===== config.mk =====
export PLATFORM = sky130hd
export DESIGN_NAME = mux_rr_arbiter
export DESIGN_NICKNAME = d
export VERILOG_FILES = /design/src/rtl/mux_arb_pkg.sv /design/src/rtl/rr_pick.sv /design/src/rtl/mux_rr_arbiter.sv
export SDC_FILE = /design/constraint.sdc
export NUM_CORES = 1
export LEC_CHECK = 0
export BUFFER_PORTS_ARGS = -buffer_cell sky130_fd_sc_hd__buf_2
export CORE_MARGIN = 3
export CORE_UTILIZATION = 52
export CTS_CLUSTER_DIAMETER = 60
export CTS_CLUSTER_SIZE = 12
export DETAILED_ROUTE_END_ITERATION = 10
export MAX_ROUTING_LAYER = met4
export PLACE_DENSITY = 0.88
export SETUP_SLACK_MARGIN = 0.5
export SLEW_MARGIN = 20
export SYNTH_ARGS = -nofsm -noshare
export SYNTH_HDL_FRONTEND = slang
export SYNTH_HIERARCHICAL = 1
export SYNTH_SLANG_ARGS = --single-unit

===== constraint.sdc =====
create_clock -name clk -period 2.59 [get_ports clk]
set_input_delay 0.1295 -clock clk [delete_from_list [all_inputs] [get_ports clk]]
set_output_delay 0.1295 -clock clk [all_outputs]
set_load 0.1 [all_outputs]

===== src/rtl/mux_arb_pkg.sv =====
// Shared types and default sizing for the round-robin mux arbiter.
// Imported by the priority picker and the arbiter top.
package mux_arb_pkg;

  typedef enum logic {
    IDLE = 1'b0,
    BUSY = 1'b1
  } arb_state_e;

  localparam int DEF_NUM_REQ   = 4;
  localparam int DEF_MAX_BURST = 4;

endpackage


===== src/rtl/rr_pick.sv =====
// Rotating priority encoder: returns the first requester at or after rr_ptr,
// wrapping modulo NUM_REQ.
module rr_pick
  import mux_arb_pkg::*;
#(
  parameter  int NUM_REQ = DEF_NUM_REQ,
  localparam int SEL_W   = $clog2(NUM_REQ)
) (
  input  logic [NUM_REQ-1:0] req,
  input  logic [SEL_W-1:0]   rr_ptr,
  output logic               found,
  output logic [SEL_W-1:0]   idx
);

  int               sum_s;
  logic [SEL_W-1:0] pos_s;
  logic             hit_s;

  // Scan every position once, starting at rr_ptr; the first hit wins.
  always_comb begin
    found = 1'b0;
    idx   = '0;
    sum_s = 0;
    pos_s = '0;
    hit_s = 1'b0;
    for (int k = 0; k < NUM_REQ; k++) begin
      sum_s = int'(rr_ptr) + k;
      pos_s = (sum_s >= NUM_REQ) ? SEL_W'(sum_s - NUM_REQ) : SEL_W'(sum_s);
      hit_s = ~found & req[pos_s];
      idx   = hit_s ? pos_s : idx;
      found = found | hit_s;
    end
  end

endmodule


===== src/rtl/mux_rr_arbiter.sv =====
// Round-robin arbiter driving the select/valid of a shared N:1 mux, with a
// per-owner burst cap so that no requester can starve the others.
module mux_rr_arbiter
  import mux_arb_pkg::*;
#(
  parameter  int NUM_REQ   = DEF_NUM_REQ,
  parameter  int MAX_BURST = DEF_MAX_BURST,
  localparam int SEL_W     = $clog2(NUM_REQ)
) (
  input  logic               clk,
  input  logic               reset,
  input  logic [NUM_REQ-1:0] req,
  input  logic               out_ready,
  output logic [NUM_REQ-1:0] gnt,
  output logic [NUM_REQ-1:0] ack,
  output logic [SEL_W-1:0]   sel,
  output logic               valid,
  output logic               busy
);

  localparam int               CNT_W     = $clog2(MAX_BURST + 1);
  localparam logic [SEL_W-1:0] LAST_IDX  = SEL_W'(NUM_REQ - 1);
  localparam logic [CNT_W-1:0] BURST_CAP = CNT_W'(MAX_BURST);

  arb_state_e       state_r;
  logic [SEL_W-1:0] rr_ptr_r;
  logic [CNT_W-1:0] burst_cnt_r;

  logic             owner_req_s;
  logic             xfer_s;
  logic             keep_s;
  logic             release_s;
  logic             found_s;
  logic [SEL_W-1:0] pick_idx_s;
  logic [SEL_W-1:0] pick_ptr_s;
  logic [SEL_W-1:0] next_ptr_s;
  logic [CNT_W-1:0] burst_nxt_s;

  function automatic logic [NUM_REQ-1:0] onehot(input logic [SEL_W-1:0] i);
    onehot = {{(NUM_REQ-1){1'b0}}, 1'b1} << i;
  endfunction

  // One picker serves both paths: from rr_ptr when idle, from owner+1 on handover.
  rr_pick #(
    .NUM_REQ(NUM_REQ)
  ) u_pick (
    .req   (req),
    .rr_ptr(pick_ptr_s),
    .found (found_s),
    .idx   (pick_idx_s)
  );

  // Handshake, burst accounting and release decision for the current owner.
  always_comb begin
    owner_req_s = req[sel];
    // A beat presented during reset is abandoned, so it is never acknowledged.
    valid       = busy & owner_req_s & ~reset;
    xfer_s      = valid & out_ready;
    ack         = gnt & {NUM_REQ{xfer_s}};
    burst_nxt_s = burst_cnt_r + CNT_W'(1);
    keep_s      = xfer_s & (burst_nxt_s < BURST_CAP);
    release_s   = busy & ((xfer_s & ~keep_s) | ~owner_req_s);
    next_ptr_s  = (sel == LAST_IDX) ? '0 : sel + SEL_W'(1);
    pick_ptr_s  = busy ? next_ptr_s : rr_ptr_r;
  end

  // Arbitration FSM with registered grant, select and busy.
  always_ff @(posedge clk) begin
    if (reset) begin
      state_r     <= IDLE;
      gnt         <= '0;
      sel         <= '0;
      busy        <= 1'b0;
      rr_ptr_r    <= '0;
      burst_cnt_r <= '0;
    end else begin
      case (state_r)
        IDLE: begin
          if (found_s) begin
            state_r     <= BUSY;
            gnt         <= onehot(pick_idx_s);
            sel         <= pick_idx_s;
            busy        <= 1'b1;
            burst_cnt_r <= '0;
          end else begin
            state_r <= IDLE;
          end
        end
        BUSY: begin
          if (release_s) begin
            rr_ptr_r    <= next_ptr_s;
            burst_cnt_r <= '0;
            // Owner sits at lowest priority, so re-granting it needs no bubble.
            if (found_s) begin
              gnt <= onehot(pick_idx_s);
              sel <= pick_idx_s;
            end else begin
              state_r <= IDLE;
              gnt     <= '0;
              busy    <= 1'b0;
            end
          end else if (xfer_s) begin
            burst_cnt_r <= burst_nxt_s;
          end else begin
            burst_cnt_r <= burst_cnt_r;
          end
        end
        default: begin
          state_r     <= IDLE;
          gnt         <= '0;
          busy        <= 1'b0;
          burst_cnt_r <= '0;
        end
      endcase
    end
  end

endmodule


# ---- After elaboration in Yosys (flattened, before gate mapping)
# Index checks and enable logic that the tools add are counted.
dict set report op_classes {
  magnitude_cmp 10
  n_eq_ne 5
  n_bitwise 21
  n_mux 38
  n_addsub 9
  n_shift 1
  n_reduce_logical 4
}
# cell count
set ops {}
lappend ops {{two-way mux 2 bit} 12}
lappend ops {{less-than comparator 2 x 3 -> 1 bit, second input constant} 5}
lappend ops {{two-way mux 4 bit} 3}
lappend ops {{binary-select mux 1 bit (select 2 bit)} 5}
lappend ops {{two-way mux 1 bit} 10}
lappend ops {{AND 1 bit} 9}
lappend ops {{>= comparator 3 bit, second input constant} 3}
lappend ops {{two-way mux 3 bit} 3}
lappend ops {{one-hot mux 4 bit (2 select lines)} 1}
lappend ops {{subtractor 2 x 1 -> 2 bit, second input constant} 4}
lappend ops {{inverter 1 bit} 7}
lappend ops {{adder 2 x 2 -> 3 bit, second input constant} 2}
lappend ops {{one-hot mux 3 bit (2 select lines)} 1}
lappend ops {{AND reduction 2 bit} 3}
lappend ops {{AND 4 bit} 1}
lappend ops {{!= test 2 bit, second input constant} 2}
lappend ops {{OR 1 bit} 4}
lappend ops {{one-hot mux 1 bit (2 select lines)} 2}
lappend ops {{one-hot mux 2 bit (2 select lines)} 1}
lappend ops {{<< shifter 1 x 2 -> 4 bit, first input constant} 1}
lappend ops {{adder 2 x 1 -> 3 bit, second input constant} 1}
lappend ops {{adder 3 x 1 -> 3 bit, second input constant} 1}
lappend ops {{>= comparator 2 x 3 -> 1 bit, second input constant} 1}
lappend ops {{less-than comparator 3 bit, second input constant} 1}
lappend ops {{other kinds (5)} 5}
dict set report word_totals {
  word_cells 94
  in_bits 7
  reg_bits 13
  output_inout_bits 12
}

# ---- Depth between registers and ports, before layout
dict set report logic_depth {
  ltp_word 20
  ltp_mapped 9
  ltp_nobuf 9
}

# ---- Hierarchy
# The synthesis kept the hierarchy.
# module instances cells_per_inst seq_area_each_um2 area_each_um2
set by_module_without_submodules {}
lappend by_module_without_submodules {mux_rr_arbiter 1 72 260.2 698.2}
lappend by_module_without_submodules {rr_pick 1 15 0.0 77.6}

# ---- Worst setup path after synthesis
# OpenSTA, ideal clock, no wires.
dict set report synth_path {
  path_kind {reg2reg}
  startpoint {register sel[0]}
  endpoint {register gnt[0]}
  t_arrival_ns 2.425
  setup_ns 0.118
  period_less_slack_ns 2.543
  stages_incl_launch_ff 7
  required_time_ns 2.472
  slack_ns 0.047
  path_buffers 0
  path_cell_list {dfxtp_1 -> ha_1 -> mux2_2 -> a221o_1 -> a21oi_1 -> nor3_1 -> a22o_1}
}
dict set report synth_between {
  elab_chain_len 20
  word_cells_on_any_way 59
  cone_classes {add/sub (8); order compare (4); eq/ne (3); shift (1); mux (24); bitwise (18); reduce/logical (1)}
}
# item line_no
set synth_lines {}
lappend synth_lines {{from (decl)} mux_rr_arbiter.sv:16} ;# output logic [SEL_W-1:0] sel,
lappend synth_lines {{from (signal assigned)} mux_rr_arbiter.sv:82} ;# sel <= pick_idx_s;
lappend synth_lines {{from (signal assigned)} mux_rr_arbiter.sv:96} ;# sel <= pick_idx_s;
lappend synth_lines {{adder 2 x 1 -> 2 bit or equality test 2 bit (tied branches)} mux_rr_arbiter.sv:63} ;# next_ptr_s = (sel == LAST_IDX) ? '0 : sel + SEL_W'(1);
lappend synth_lines {{two-way mux 2 bit *} mux_rr_arbiter.sv:63}
lappend synth_lines {{via next_ptr_s[1]} mux_rr_arbiter.sv:36} ;# logic [SEL_W-1:0] next_ptr_s;
lappend synth_lines {{two-way mux 2 bit *} mux_rr_arbiter.sv:64} ;# pick_ptr_s = busy ? next_ptr_s : rr_ptr_r;
lappend synth_lines {{via pick_ptr_s[1]} mux_rr_arbiter.sv:35} ;# logic [SEL_W-1:0] pick_ptr_s;
lappend synth_lines {{adder 2 x 1 -> 3 bit, or another cell as far along} rr_pick.sv:27} ;# sum_s = int'(rr_ptr) + k;
lappend synth_lines {{>= comparator 3 bit, or another cell as far along} rr_pick.sv:28} ;# pos_s = (sum_s >= NUM_REQ) ? SEL_W'(sum_s - NUM_REQ) : SEL_W'(sum_s);
lappend synth_lines {{two-way mux 2 bit or binary-select mux 1 bit (select 2 bit) (tied branches)} {rr_pick.sv:28, rr_pick.sv:29}}
lappend synth_lines {{(+7 left out)} -}
lappend synth_lines {{inverter 1 bit} rr_pick.sv:29} ;# hit_s = ~found & req[pos_s];
lappend synth_lines {{AND 1 bit} rr_pick.sv:29}
lappend synth_lines {{two-way mux 2 bit *} rr_pick.sv:30} ;# idx = hit_s ? pos_s : idx;
lappend synth_lines {{via pick_idx_s[0]} mux_rr_arbiter.sv:34} ;# logic [SEL_W-1:0] pick_idx_s;
lappend synth_lines {{<< shifter 1 x 2 -> 4 bit *} mux_rr_arbiter.sv:40} ;# onehot = {{(NUM_REQ-1){1'b0}}, 1'b1} << i;
lappend synth_lines {{two-way mux 4 bit} mux_rr_arbiter.sv:94} ;# if (found_s) begin
lappend synth_lines {{two-way mux 4 bit} mux_rr_arbiter.sv:90} ;# if (release_s) begin
lappend synth_lines {{one-hot mux 4 bit (2 select lines) *} mux_rr_arbiter.sv:77} ;# case (state_r)
lappend synth_lines {{to (signal assigned)} mux_rr_arbiter.sv:81} ;# gnt <= onehot(pick_idx_s);
lappend synth_lines {{to (signal assigned)} mux_rr_arbiter.sv:95} ;# gnt <= onehot(pick_idx_s);
lappend synth_lines {{to (decl)} mux_rr_arbiter.sv:14} ;# output logic [NUM_REQ-1:0] gnt,
# Mark *: on every way through the listed nets, which the timed path passes. The rest lies on a longest branch. The select of a mux whose other input is x is not followed.
# A chain may end at the register's enable or synchronous reset.

# ---- Worst setup path in the final report
dict set report layout_path {
  startpoint {register sel[0]}
  endpoint {output ack[3]}
}
dict set report layout_between {
  elab_chain_len 6
}
# item line_no
set layout_lines {}
lappend layout_lines {{binary-select mux 1 bit (select 2 bit)} mux_rr_arbiter.sv:55} ;# owner_req_s = req[sel];
lappend layout_lines {{two-way mux 1 bit (implied by the code)} mux_rr_arbiter.sv:55}
lappend layout_lines {{AND 1 bit (2 in a row)} mux_rr_arbiter.sv:57} ;# valid = busy & owner_req_s & ~reset;
lappend layout_lines {{AND 1 bit} mux_rr_arbiter.sv:58} ;# xfer_s = valid & out_ready;
lappend layout_lines {{AND 4 bit} mux_rr_arbiter.sv:59} ;# ack = gnt & {NUM_REQ{xfer_s}};
lappend layout_lines {{to (decl)} mux_rr_arbiter.sv:15} ;# output logic [NUM_REQ-1:0] ack,
# No other way between the ends. The select of a mux whose other input is x is not followed.

==> results.sh <==
export IMPL_synthXorXnorAreaFrac_pct=1.13
export IMPL_synth_flop_cell="dfxtp_1"
export IMPL_coreArea_um2=1350
export IMPL_hold_viol=0
export IMPL_cts_tree="yes"
export IMPL_cts_buffers=3
export IMPL_cts_max_level=1
export IMPL_rsz0062_at_grt="no"
export IMPL_worst_slew_pin_transition_ns=0.489
export IMPL_synth_adder_area_share_pct=4.84
export IMPL_synth_area_um2=776
export IMPL_dr_pass1_iters=4
export IMPL_overflow=0
export IMPL_postCtsSetupBuffers=0
export IMPL_core_rowCount=13
export IMPL_maxCapViolations=0
export IMPL_criticalPathCategory="register to output port"
export IMPL_final_nets=119
export IMPL_vias=720
export IMPL_place_area_um2=890
export IMPL_dp_final_hpwl_um=1230
export IMPL_via_per_inst=5.85
export IMPL_yosys_area_share_simple_pct=26.6
export IMPL_seq_area_frac_synth_pct=33.5
export IMPL_yosys_area_top_type_share_pct=33.5
export IMPL_p_total_mw=0.515
export IMPL_fin_cells=123
export IMPL_boundaryPins=19
export IMPL_drtIter0Drc=25
export IMPL_whs_endpoint="state_r"
export IMPL_synth_top_family_by_area="simple AND/OR/NAND/NOR gates"
export IMPL_rr_startpoint="sel[0]"
export IMPL_synthCells=87
export IMPL_grt_use_total_pct=19.3
export IMPL_register_area_um2=269
export IMPL_routed_wirelength_um=1690
export IMPL_hold_ws_ns=0.201
export IMPL_synth_edff_count=0
export IMPL_gp_congestion=0.819
export IMPL_hold_buffers=0
export IMPL_cts_sinks=13
export IMPL_die_x_um=44.6
export IMPL_min_path_cells=2
export IMPL_dpl_worst_slack_ns=0.727
export IMPL_fin_area_um2=926
export IMPL_worst_path_dominant_cell_family="multiplexers"
export IMPL_syn_area_per_cell_um2=8.92
export IMPL_antenna_found_initial=0
export IMPL_root_buffer="clkbuf_4"
export IMPL_yosys_area_top_type="dfxtp_1"
export IMPL_peakVddDrop_mv=0.288
export IMPL_setup_viol=0
export IMPL_synth_compound_area_share_pct=17.3
export IMPL_yosys_top_cells_area="dfxtp_1, and2_1, ha_1, a22o_1, mux2_2"
export IMPL_path_max_fanout=6
export IMPL_async_reset_ff_share_pct=0
export IMPL_path_clk_slew_ns=0.09
export IMPL_synth_common_cells="dfxtp_1, inv_1, and2_1"
export IMPL_clock_skew_ns=0.00763
export IMPL_min_period_over_period_pct=77.7
export IMPL_insertion_delay_ns=0.28
export IMPL_grt_pass1_vias=664
export IMPL_synth_cell_types=34
export IMPL_syn_to_final_growth_pct=19.4
export IMPL_setup_worst_path_start_class="register"
export IMPL_fmax_ghz=0.497
export IMPL_grt_max_degree=17
export IMPL_rr_worst_depth=7
export IMPL_start_util_pct=57.5
export IMPL_slew_headroom_pct=67.6
export IMPL_wire_per_inst_um=13.7
export IMPL_synthesis_nets=97
export IMPL_finalWorstSetupSlack_ns=0.577
export IMPL_worst_ep_required_time_ns=2.46
export IMPL_p_leak_nw=0.440
export IMPL_synth_most_common_cell="dfxtp_1"
export IMPL_powerDensity_nw_per_um2=556
export IMPL_min_from="reset"
export IMPL_slowest_stage="mux4_2"
export IMPL_fin_util_pct=68.6
export IMPL_cp_end_kind="output port"
export IMPL_drc_errors=0
export IMPL_multi_input_area_um2=478
export IMPL_cp_num_buf_inv=1
export IMPL_grt_pass1_wl_um=2730
export IMPL_die_height_um=44.6
export IMPL_drtAntennaViolNets=0
export IMPL_final_setup_tns_ns=0
export IMPL_io_buffer_count=18
export IMPL_diodes=0
export IMPL_clock_path_buffers=2
export IMPL_fillers=104
export IMPL_period_needed_ns=2.01
export IMPL_synth_seq_cells=13
export IMPL_status="completed"
export IMPL_dp_cells=119
export IMPL_r2r_slack_ns=0.65
export IMPL_synthMuxAreaShare_pct=11.8
export IMPL_crit_chain="mux4_2, and3_1, and2_1, buf_4"
export IMPL_yosysWarnings=6
export IMPL_min_path_type="primary input to register"
export IMPL_cp_slowest_stage_delay_ns=0.56
export IMPL_drive_gt1_share_pct=28.7
export IMPL_worstPathArrival_ns=1.88
export IMPL_dieArea_um2=1990
export IMPL_regToRegEndpoint="gnt[3]"
export IMPL_maxSlewViolCount=0
power by group:
group	switching (mW)	internal, mW	total [mW]
clock network	0.0694	0.0597	0.129
registers	0.0117	0.211	0.223
logic	0.118	0.0454	0.163
total	0.199	0.316	0.515
sequential cells by signal (all words and copies together), names as in the netlist:
signal,flops
gnt,4
sel,2
busy,1
state_r,1
burst_cnt_r,3
rr_ptr_r,2
final cells by class:
type                            count  share of cell area (%)
Sequential cell                    13                    29.1
Clock buffer                        4                    2.84
Multi-Input combinational cell     64                    51.6
Tap cell                           15                    2.03
Timing Repair Buffer               18                    10.8
Inverter                            9                    3.65
timing repair:
action	in CTS	in global routing
gates resized for setup	0	8
endpoints found under the setup margin	0	4
hold endpoints to repair	0	0
worst max path at each step:
stage	start	end	slack [ns]	cells after the start
CTS	sel[0]	ack[1]	0.54	4
floorplan	busy	ack[0]	0.56	3
global placement	sel[0]	gnt[3]	0.75	7
detailed placement	sel[0]	gnt[1]	0.73	7
finish	sel[0]	ack[3]	0.58	4
global route	sel[0]	gnt[2]	0.51	7
routing by layer:
| layer | GRT usage (%) | up-vias | wire length [um] |
|---|---|---|---|
| li1 | - | 353 | - |
| met1 | 23.1 | 325 | 743 |
| met2 | 30.1 | 33 | 789 |
| met3 | 4.88 | 9 | 116 |
| met4 | 9.04 | 0 | 36 |
| met5 | - | - | 0 |
layout by cell type, fill, tap and decap left out, types with 2 or more instances in the layout:
master      n
buf_4       4
or2b_1      2
nor2_1      5
and2_1      6
nor3_1      2
nand2_1     3
clkbuf_4    3
a22o_1      4
o21ai_0     3
and3_1      2
dfxtp_4     2
nor2b_1     2
mux2i_1     2
mux2_2      3
nand2b_1    5
buf_2      14
o2bb2ai_1   2
dfxtp_1    10
inv_1       8
ha_1        3
a21oi_1     5
kinds of logic after synthesis:
logic type      Yosys count
simple gates             34
compound gates           19
flops                    13
buf+inv                  10
mux                       7
fa+ha+maj                 3
xor+xnor                  1
Note: power is estimated with default switching activity, not from simulation.
